**config.mk**
```make
export PLATFORM = sky130hd
export DESIGN_NAME = vga_pixel_scanout
export DESIGN_NICKNAME = d
export VERILOG_FILES = /design/src/rtl/vga_pixel_scanout.sv
export SDC_FILE = /design/constraint.sdc
export NUM_CORES = 1
export LEC_CHECK = 0
export CAP_MARGIN = 20
export CORE_MARGIN = 4
export CORE_UTILIZATION = 48
export DETAILED_ROUTE_END_ITERATION = 10
export GPL_TIMING_DRIVEN = 0
export PLACE_DENSITY = 0.79
export SKIP_LAST_GASP = 1
export SLEW_MARGIN = 20
export SYNTH_ARGS = -nofsm -noshare
export SYNTH_HDL_FRONTEND = slang
export SYNTH_SLANG_ARGS = --single-unit
```
**constraint.sdc**
```tcl
create_clock -name CLOCK_50 -period 3.58 [get_ports CLOCK_50]
set_input_delay 0.358 -clock CLOCK_50 [delete_from_list [all_inputs] [get_ports CLOCK_50]]
set_output_delay 0.358 -clock CLOCK_50 [all_outputs]
set_load 0.02 [all_outputs]
```
**src/rtl/vga_pixel_scanout.sv**
```systemverilog
// VGA scan-out stage: consumes a valid/ready RGB pixel stream and drives the
// DE1-SoC VGA DAC with 640x480@60 timing from CLOCK_50 using an
// every-other-cycle pixel enable. Locks to the stream's start-of-frame marker
// and falls back to resynchronising at the next frame on underflow or a
// misplaced/missing start-of-frame.
//
// Handshake: a beat transfers in a cycle where in_valid & in_ready are both 1.
// in_data/in_sop must be held stable while in_valid=1 and in_ready=0.
// in_ready may depend combinationally on in_valid/in_sop, so upstream must not
// derive in_valid from in_ready.
module vga_pixel_scanout #(
  parameter int H_ACTIVE = 640,
  parameter int H_FP     = 16,
  parameter int H_SYNC   = 96,
  parameter int H_BP     = 48,
  parameter int V_ACTIVE = 480,
  parameter int V_FP     = 10,
  parameter int V_SYNC   = 2,
  parameter int V_BP     = 33,
  parameter int COLOR_W  = 8
) (
  input  logic                   CLOCK_50,
  input  logic                   reset,
  input  logic [3*COLOR_W-1:0]   in_data,
  input  logic                   in_sop,
  input  logic                   in_valid,
  output logic                   in_ready,
  output logic [COLOR_W-1:0]     VGA_R,
  output logic [COLOR_W-1:0]     VGA_G,
  output logic [COLOR_W-1:0]     VGA_B,
  output logic                   VGA_HS,
  output logic                   VGA_VS,
  output logic                   VGA_BLANK_N,
  output logic                   VGA_SYNC_N,
  output logic                   VGA_CLK,
  output logic                   frame_start,
  output logic                   underflow,
  output logic                   sync_err,
  output logic                   state_dbg
);

  localparam int H_TOTAL = H_ACTIVE + H_FP + H_SYNC + H_BP;
  localparam int V_TOTAL = V_ACTIVE + V_FP + V_SYNC + V_BP;
  localparam int H_W     = $clog2(H_TOTAL);
  localparam int V_W     = $clog2(V_TOTAL);

  localparam logic [H_W-1:0] H_ACT_C  = H_W'(H_ACTIVE);
  localparam logic [H_W-1:0] H_LAST_C = H_W'(H_TOTAL - 1);
  localparam logic [H_W-1:0] HS_BEG_C = H_W'(H_ACTIVE + H_FP);
  localparam logic [H_W-1:0] HS_END_C = H_W'(H_ACTIVE + H_FP + H_SYNC);
  localparam logic [V_W-1:0] V_ACT_C  = V_W'(V_ACTIVE);
  localparam logic [V_W-1:0] V_LAST_C = V_W'(V_TOTAL - 1);
  localparam logic [V_W-1:0] VS_BEG_C = V_W'(V_ACTIVE + V_FP);
  localparam logic [V_W-1:0] VS_END_C = V_W'(V_ACTIVE + V_FP + V_SYNC);

  typedef enum logic {
    ST_RESYNC = 1'b0,
    ST_RUN    = 1'b1
  } state_t;

  state_t               state;
  state_t               state_nxt;
  logic                 pix_en;
  logic                 fresh;
  logic [H_W-1:0]       h_cnt;
  logic [V_W-1:0]       v_cnt;

  logic                 active;
  logic                 at_origin;
  logic                 frame_wrap;
  logic                 hs_on;
  logic                 vs_on;
  logic                 take;
  logic                 set_uf;
  logic                 set_se;
  logic [3*COLOR_W-1:0] rgb_nxt;

  assign active     = (h_cnt < H_ACT_C) && (v_cnt < V_ACT_C);
  assign at_origin  = pix_en && (h_cnt == '0) && (v_cnt == '0);
  assign frame_wrap = (h_cnt == H_LAST_C) && (v_cnt == V_LAST_C);
  assign hs_on      = (h_cnt >= HS_BEG_C) && (h_cnt < HS_END_C);
  assign vs_on      = (v_cnt >= VS_BEG_C) && (v_cnt < VS_END_C);
  assign rgb_nxt    = take ? in_data : '0;

  // The DAC latches on VGA_CLK rising, which lands mid-way through each
  // two-cycle output pixel because the outputs change as pix_en falls.
  assign VGA_CLK    = pix_en;
  assign VGA_SYNC_N = 1'b0;
  assign state_dbg  = state;

  // Pixel enable and raster counters; counters step only on pix_en cycles.
  always_ff @(posedge CLOCK_50) begin
    if (reset) begin
      pix_en <= 1'b0;
      fresh  <= 1'b1;
      h_cnt  <= '0;
      v_cnt  <= '0;
    end else begin
      pix_en <= ~pix_en;
      fresh  <= 1'b0;
      if (pix_en) begin
        if (h_cnt == H_LAST_C) begin
          h_cnt <= '0;
          if (v_cnt == V_LAST_C) begin
            v_cnt <= '0;
          end else begin
            v_cnt <= v_cnt + 1'b1;
          end
        end else begin
          h_cnt <= h_cnt + 1'b1;
        end
      end
    end
  end

  // Lock state register.
  always_ff @(posedge CLOCK_50) begin
    if (reset) begin
      state <= ST_RESYNC;
    end else begin
      state <= state_nxt;
    end
  end

  // Next-state, handshake and pixel-take decisions.
  always_comb begin
    state_nxt = state;
    in_ready  = 1'b0;
    take      = 1'b0;
    set_uf    = 1'b0;
    set_se    = 1'b0;
    if (!reset) begin
      case (state)
        ST_RESYNC: begin
          // Junk beats drain at full clock rate; an sop beat waits for (0,0).
          if (in_valid && !in_sop) begin
            in_ready = 1'b1;
          end else if (in_valid && in_sop && at_origin) begin
            in_ready  = 1'b1;
            take      = 1'b1;
            state_nxt = ST_RUN;
          end
        end
        ST_RUN: begin
          if (pix_en && active) begin
            if (!in_valid) begin
              in_ready  = 1'b1;
              set_uf    = 1'b1;
              state_nxt = ST_RESYNC;
            end else if (in_sop && !at_origin) begin
              // Early sop is left on the bus to start the next frame.
              set_se    = 1'b1;
              state_nxt = ST_RESYNC;
            end else if (!in_sop && at_origin) begin
              in_ready  = 1'b1;
              set_se    = 1'b1;
              state_nxt = ST_RESYNC;
            end else begin
              in_ready = 1'b1;
              take     = 1'b1;
            end
          end
        end
        default: state_nxt = ST_RESYNC;
      endcase
    end
  end

  // Registered DAC outputs, updated at the end of each pix_en cycle.
  always_ff @(posedge CLOCK_50) begin
    if (reset) begin
      VGA_R       <= '0;
      VGA_G       <= '0;
      VGA_B       <= '0;
      VGA_HS      <= 1'b1;
      VGA_VS      <= 1'b1;
      VGA_BLANK_N <= 1'b0;
    end else if (pix_en) begin
      VGA_R       <= rgb_nxt[3*COLOR_W-1 -: COLOR_W];
      VGA_G       <= rgb_nxt[2*COLOR_W-1 -: COLOR_W];
      VGA_B       <= rgb_nxt[COLOR_W-1:0];
      VGA_HS      <= ~hs_on;
      VGA_VS      <= ~vs_on;
      VGA_BLANK_N <= active;
    end
  end

  // Frame pulse after the raster wraps, plus once right after reset.
  always_ff @(posedge CLOCK_50) begin
    if (reset) begin
      frame_start <= 1'b0;
    end else begin
      frame_start <= (pix_en && frame_wrap) || fresh;
    end
  end

  // Sticky error flags, cleared only by reset.
  always_ff @(posedge CLOCK_50) begin
    if (reset) begin
      underflow <= 1'b0;
      sync_err  <= 1'b0;
    end else begin
      if (set_uf) underflow <= 1'b1;
      if (set_se) sync_err  <= 1'b1;
    end
  end

endmodule
```
**After elaboration in Yosys (flattened, before gate mapping)**

Cells that the tools add are included.

- Order comparisons: 6
- Multiplexer cells: 30
- Bitwise logic cells: 4
- Add/sub/neg operators: 2
- Equal/unequal tests: 2
- Reductions and logical operators: 19

Operators with widths:

| operator | number |
|---|---|
| $mux 1 | 24 |
| $mux 24 | 1 |
| $add 10x1->10 const B | 2 |
| $eq 10x10->1 const B | 2 |
| $logic_not 10->1 | 2 |
| $lt 10x10->1 const B | 2 |
| $lt 10x9->1 const B | 2 |
| $mux 10 | 2 |
| $logic_and 1x1->1 | 13 |
| $ge 10x10->1 const B | 1 |
| $ge 10x9->1 const B | 1 |
| $pmux 1 s2 | 3 |
| $not 1->1 | 4 |
| $logic_not 1->1 | 2 |
| $reduce_and 2->1 | 1 |
| $logic_or 1x1->1 | 1 |

- Logic and storage cells: 77
- Register bits: 53
- Output and inout bits: 34

**Depth between registers and ports, before layout**

- Word-level depth: 11
- Gate-level depth with buffers: 10
- Mapped depth without buffers: 9

**Least setup slack after synthesis**

No wires, ideal clock.

- Kind: reg2reg
- Start point: reg pix_en, in the netlist VGA_CLK
- End point: reg VGA_B[0]
- Library setup time: 129 ps
- Cell stages (with the launch flop): 9
- Path buffers: 1
- Required time: 3451 ps
- Slack: 873 ps
- Arrival: 2578 ps
- Clock period less this slack: 2707 ps
- Cell sequence: dfxtp_1 > or4b_2 > nor4_2 > nand2_1 > ha_1 > and3_1 > a31oi_1 > clkbuf_1 > o21ai_0

- Cells in the longest elaborated chain, start to end: 10
- Elaborated cells between the ends (all ways): 16
- Those cells by class: mux (9); reduce/logical (7)

RTL lines:

| element | RTL line | text |
|---|---|---|
| start: declaration | 63 | `logic pix_en;` |
| start signal: assignment | 99 | `pix_en <= ~pix_en;` |
| $logic_and 1x1->1 (2 in a row) | 79 | `assign at_origin = pix_en && (h_cnt == '0) && (v_cnt == '0);` |
| $logic_and 1x1->1 or $logic_not 1->1 (tied branches) | 154, 150 |  |
| $mux 1 or $logic_and 1x1->1 (tied branches) | 154, 150 |  |
| $mux 1 | 150 | `end else if (in_sop && !at_origin) begin` |
| $mux 1 | 146 | `if (!in_valid) begin` |
| $mux 1 | 145 | `if (pix_en && active) begin` |
| $pmux 1 s2 | 133 | `case (state)` |
| $mux 1 | 132 | `if (!reset) begin` |
| $mux 24 | 83 | `assign rgb_nxt = take ? in_data : '0;` |
| end signal: assignment | 181 | `VGA_B <= rgb_nxt[COLOR_W-1:0];` |
| end: declaration | 30 | `output logic [COLOR_W-1:0] VGA_B,` |

Parallel ways exist; a longest one is shown, timed or not.
A chain may end at the register's enable or synchronous reset.

**Final worst setup path**

- Start point: reg v_cnt[2]
- End point: out in_ready

- Cells in the longest elaborated chain, start to end: 9
- Elaborated cells between the ends (all ways): 15
- Those cells by class: order compare (1); mux (7); reduce/logical (7)

RTL lines:

| element | RTL line | text |
|---|---|---|
| start: declaration | 66 | `logic [V_W-1:0] v_cnt;` |
| start signal: assignment | 107 | `v_cnt <= v_cnt + 1'b1;` |
| parallel branches: the longest is 7 deep, another holds $lt 10x9->1 | n/a |  |
| $pmux 1 s2 (*) | 133 |  |
| $mux 1 (*) | 132 |  |
| end: declaration | 27 | `output logic in_ready,` |

Mark *: on every way between the ends.

==> impl_results.md <==
- Worst path arrival time: 2910 ps
- Die Y: 77.3 microns
- Pre-CTS setup slack: 312 ps
- Layout overhead on the synthesized area: 34.7%
- Die X: 77.3 microns
- Crit path to: in_ready
- Ys flop type: dfxtp_1
- Initial DRC Count: 109
- Htree depth: 2
- Grt ovf: 0
- Via count: 2095
- Antenna violations before repair: 0
- Clock skew: 6.24 ps
- Nets in the synthesized netlist: 305
- Maxcap violations: 0
- Global placer's final weighted congestion: 0.836
- Reg2Reg Setup Slack: 400 ps
- Crit end category: output port
- # IOs: 62
- Worst hold path type: reg -> reg
- Worst slew margin: 60.2%
- Final Max Slew Viols: 0
- Final cell count without fillers: 392
- Final setup viols: 0
- Nets@finish: 372
- Total power: 1.15 mW
- Area of the multi-input gates: 1130 sq um
- Routed Antenna Nets: 0
- Vias in the first global route: 2000
- Fill cells: 365
- Post-synth top area share: 46.1%
- Post-synthesis cell count: 272
- CP Data Required Time: 3220 ps
- Dominant cells by area after synthesis: dfxtp_1 (46%), nand2_1 (9.6%), o21ai_0 (4.8%)
- CTS tree: yes
- Post-synth EDFFs: 0
- FMAX: 0.306 GHz
- Tcrit/Tclk final: 91.2%
- Cell accounting for the most synthesized area: dfxtp_1
- Die Area: 5970 sq um
- Final min period: 3270 ps
- Buffers on Ports: 60
- TritonCTS Buffers: 5
- Reg2reg end: VGA_G[3]
- Top-count cell post-synth: nand2_1
- Post-DP HPWL: 3970 microns
- Seq/Total Area, Yosys: 46.1%
- CP startpoint kind: flop
- Share of cells above drive strength 1: 7.35%
- Drt first pass iters: 4
- Worst-margin pin slew: 595 ps
- DR vias/cell: 5.34
- First-pass GRT wire length: 9430 microns
- Worst vdd ir: 0.000255 V
- Synthesized cell area: 2300 sq um
- Placed cell count: 384
- Clock tree sinks: 53
- Diode count: 0
- GRT Resource Usage Total: 19.6%
- Status: complete, no violations
- CTS Root Cell: clkbuf_8
- Path depth of the worst reg2reg path: 8
- Syn avg cell area: 8.47 sq um
- Total routed wirelength: 5600 microns
- Post-layout util: 68.9%
- Most common library cells after synthesis: nand2_1 (59), dfxtp_1 (53), o21ai_0 (22), nor2_1 (21)
- Core area: 4500 sq um
- Critical path type: reg -> out
- Initial core utilization: 51.1%
- FF+latch area: 1060 sq um
- RSZ-0062 raised after global routing: false
- Setup TNS: 0 ps
- Async set-or-reset flop fraction in the synthesized netlist: 0%
- Final count of hold timing violations: 0
- Distinct cells, synth: 47
- DR WL/cell: 14.3 microns
- P per Cell Area: 372 nW/um^2
- Pin count of the biggest net entering global routing: 17
- Clock slew at reported path FFs: 90 ps
- Site Rows: 24
- Setup WS post-layout: 314 ps
- Yosys warns: 0
- Leakage power total: 1.09 nW
- Clk_lat worst skew: 310 ps
- Register bit count reported by yosys: 53
- Critical Path Start: v_cnt[2]
- Critical path peak fanout: 5
- Reg2reg start: v_cnt[2]
- Post-CTS Setup Bufs: 0
- Remaining DRCs: 0
- Clk buf depth: 2
==> cells by family after synthesis <==
group / after synthesis / share of synthesized area, %
fa+ha+maj: 5 / 2.72
xor+xnor: 12 / 4.56
mux: 2 / 0.869
simple gates: 126 / 26.7
buf+inv: 22 / 5.38
other cells: 1 / 0.163
flops: 53 / 46.1
compound gates: 51 / 13.6
==> worst min path at each step <==
stage	startpoint	depth (start not counted)	to	slack [ps]
after floorplan	reset	0	fresh	390
after global placement	VGA_R[4]	2	VGA_R[4]	430
after detailed placement	VGA_R[4]	2	VGA_R[4]	440
after CTS	VGA_R[4]	2	VGA_R[4]	460
after global routing	VGA_R[4]	2	VGA_R[4]	480
final	VGA_R[4]	2	VGA_R[4]	450
==> placed cells by master, fill, tap and decap left out, types with 4 or more instances in the layout <==
| master | netlist | final |
|---|---|---|
| xor2_1 | 6 | 6 |
| clkdlybuf4s50_1 | 0 | 60 |
| o31ai_1 | 4 | 4 |
| clkbuf_8 | 2 | 8 |
| clkbuf_1 | 7 | 6 |
| o21ai_0 | 22 | 22 |
| or4_1 | 7 | 7 |
| nand2b_1 | 4 | 4 |
| xnor2_1 | 6 | 6 |
| inv_1 | 8 | 8 |
| ha_1 | 5 | 5 |
| a21oi_1 | 8 | 8 |
| dfxtp_1 | 53 | 53 |
| nand3_1 | 8 | 8 |
| nor2_1 | 21 | 21 |
| a31oi_1 | 4 | 4 |
| nand2_1 | 59 | 59 |
==> flip-flops by register name, summed over array words and instances (netlist names) <==
register and count:
h_cnt 10, v_cnt 10, VGA_R 8, VGA_G 8
VGA_HS 1, VGA_BLANK_N 1, sync_err 1, fresh 1
VGA_VS 1, underflow 1, VGA_CLK 1, VGA_B 8
state_dbg 1, frame_start 1
==> stage by stage <==
step,instance area (sq um),hold WS [ps]
2_1_floorplan,2300,386
3_3_place_gp,2970,433
3_5_place_dp,2970,442
4_1_cts,3090,456
5_1_grt,3100,480
6_report,3100,452
==> cell type report <==
cell class / instances / area share [%]
Multi-Input combinational cell: 197 / 36.5
Sequential cell: 53 / 34.2
Timing Repair Buffer: 60 / 19.4
Buffer: 14 / 3.06
Clock buffer: 6 / 2.66
Tap cell: 52 / 2.10
Clock inverter: 2 / 1.21
Inverter: 8 / 0.968
==> report_power, final <==
group	switching, mW	total, mW	internal [mW]
Combinational	0.0584	0.119	0.0607
Sequential	0.00700	0.606	0.599
Clock	0.202	0.430	0.228
==> routing by layer <==
metal  global-route usage, %  vias to the layer above  wire (microns)
met4                    5.34                        0              63
met2                    32.0                       61            2670
met5                       0                        -               0
met3                    6.21                        6             403
li1                        -                     1068               -
met1                    25.0                      960            2460
==> critical path, cell delays in order, from the launching register on <==
cell and delay [ps]:
dfxtp_1 360, or4b_2 700, nor4_2 370, nand2_1 110
ha_1 190, nand2_1 50, nand3_1 70, o41ai_1 80
clkdlybuf4s50_1 690
==> timing repair <==
| item | 4_1_cts | 5_1_grt |
|---|---|---|
| hold endpoints to repair | 0 | 0 |
| resized for setup | 0 | 3 |
| endpoints found under the setup margin | 0 | 1 |
| hold buffers | 0 | 0 |
(Power assumes the default switching activity.)
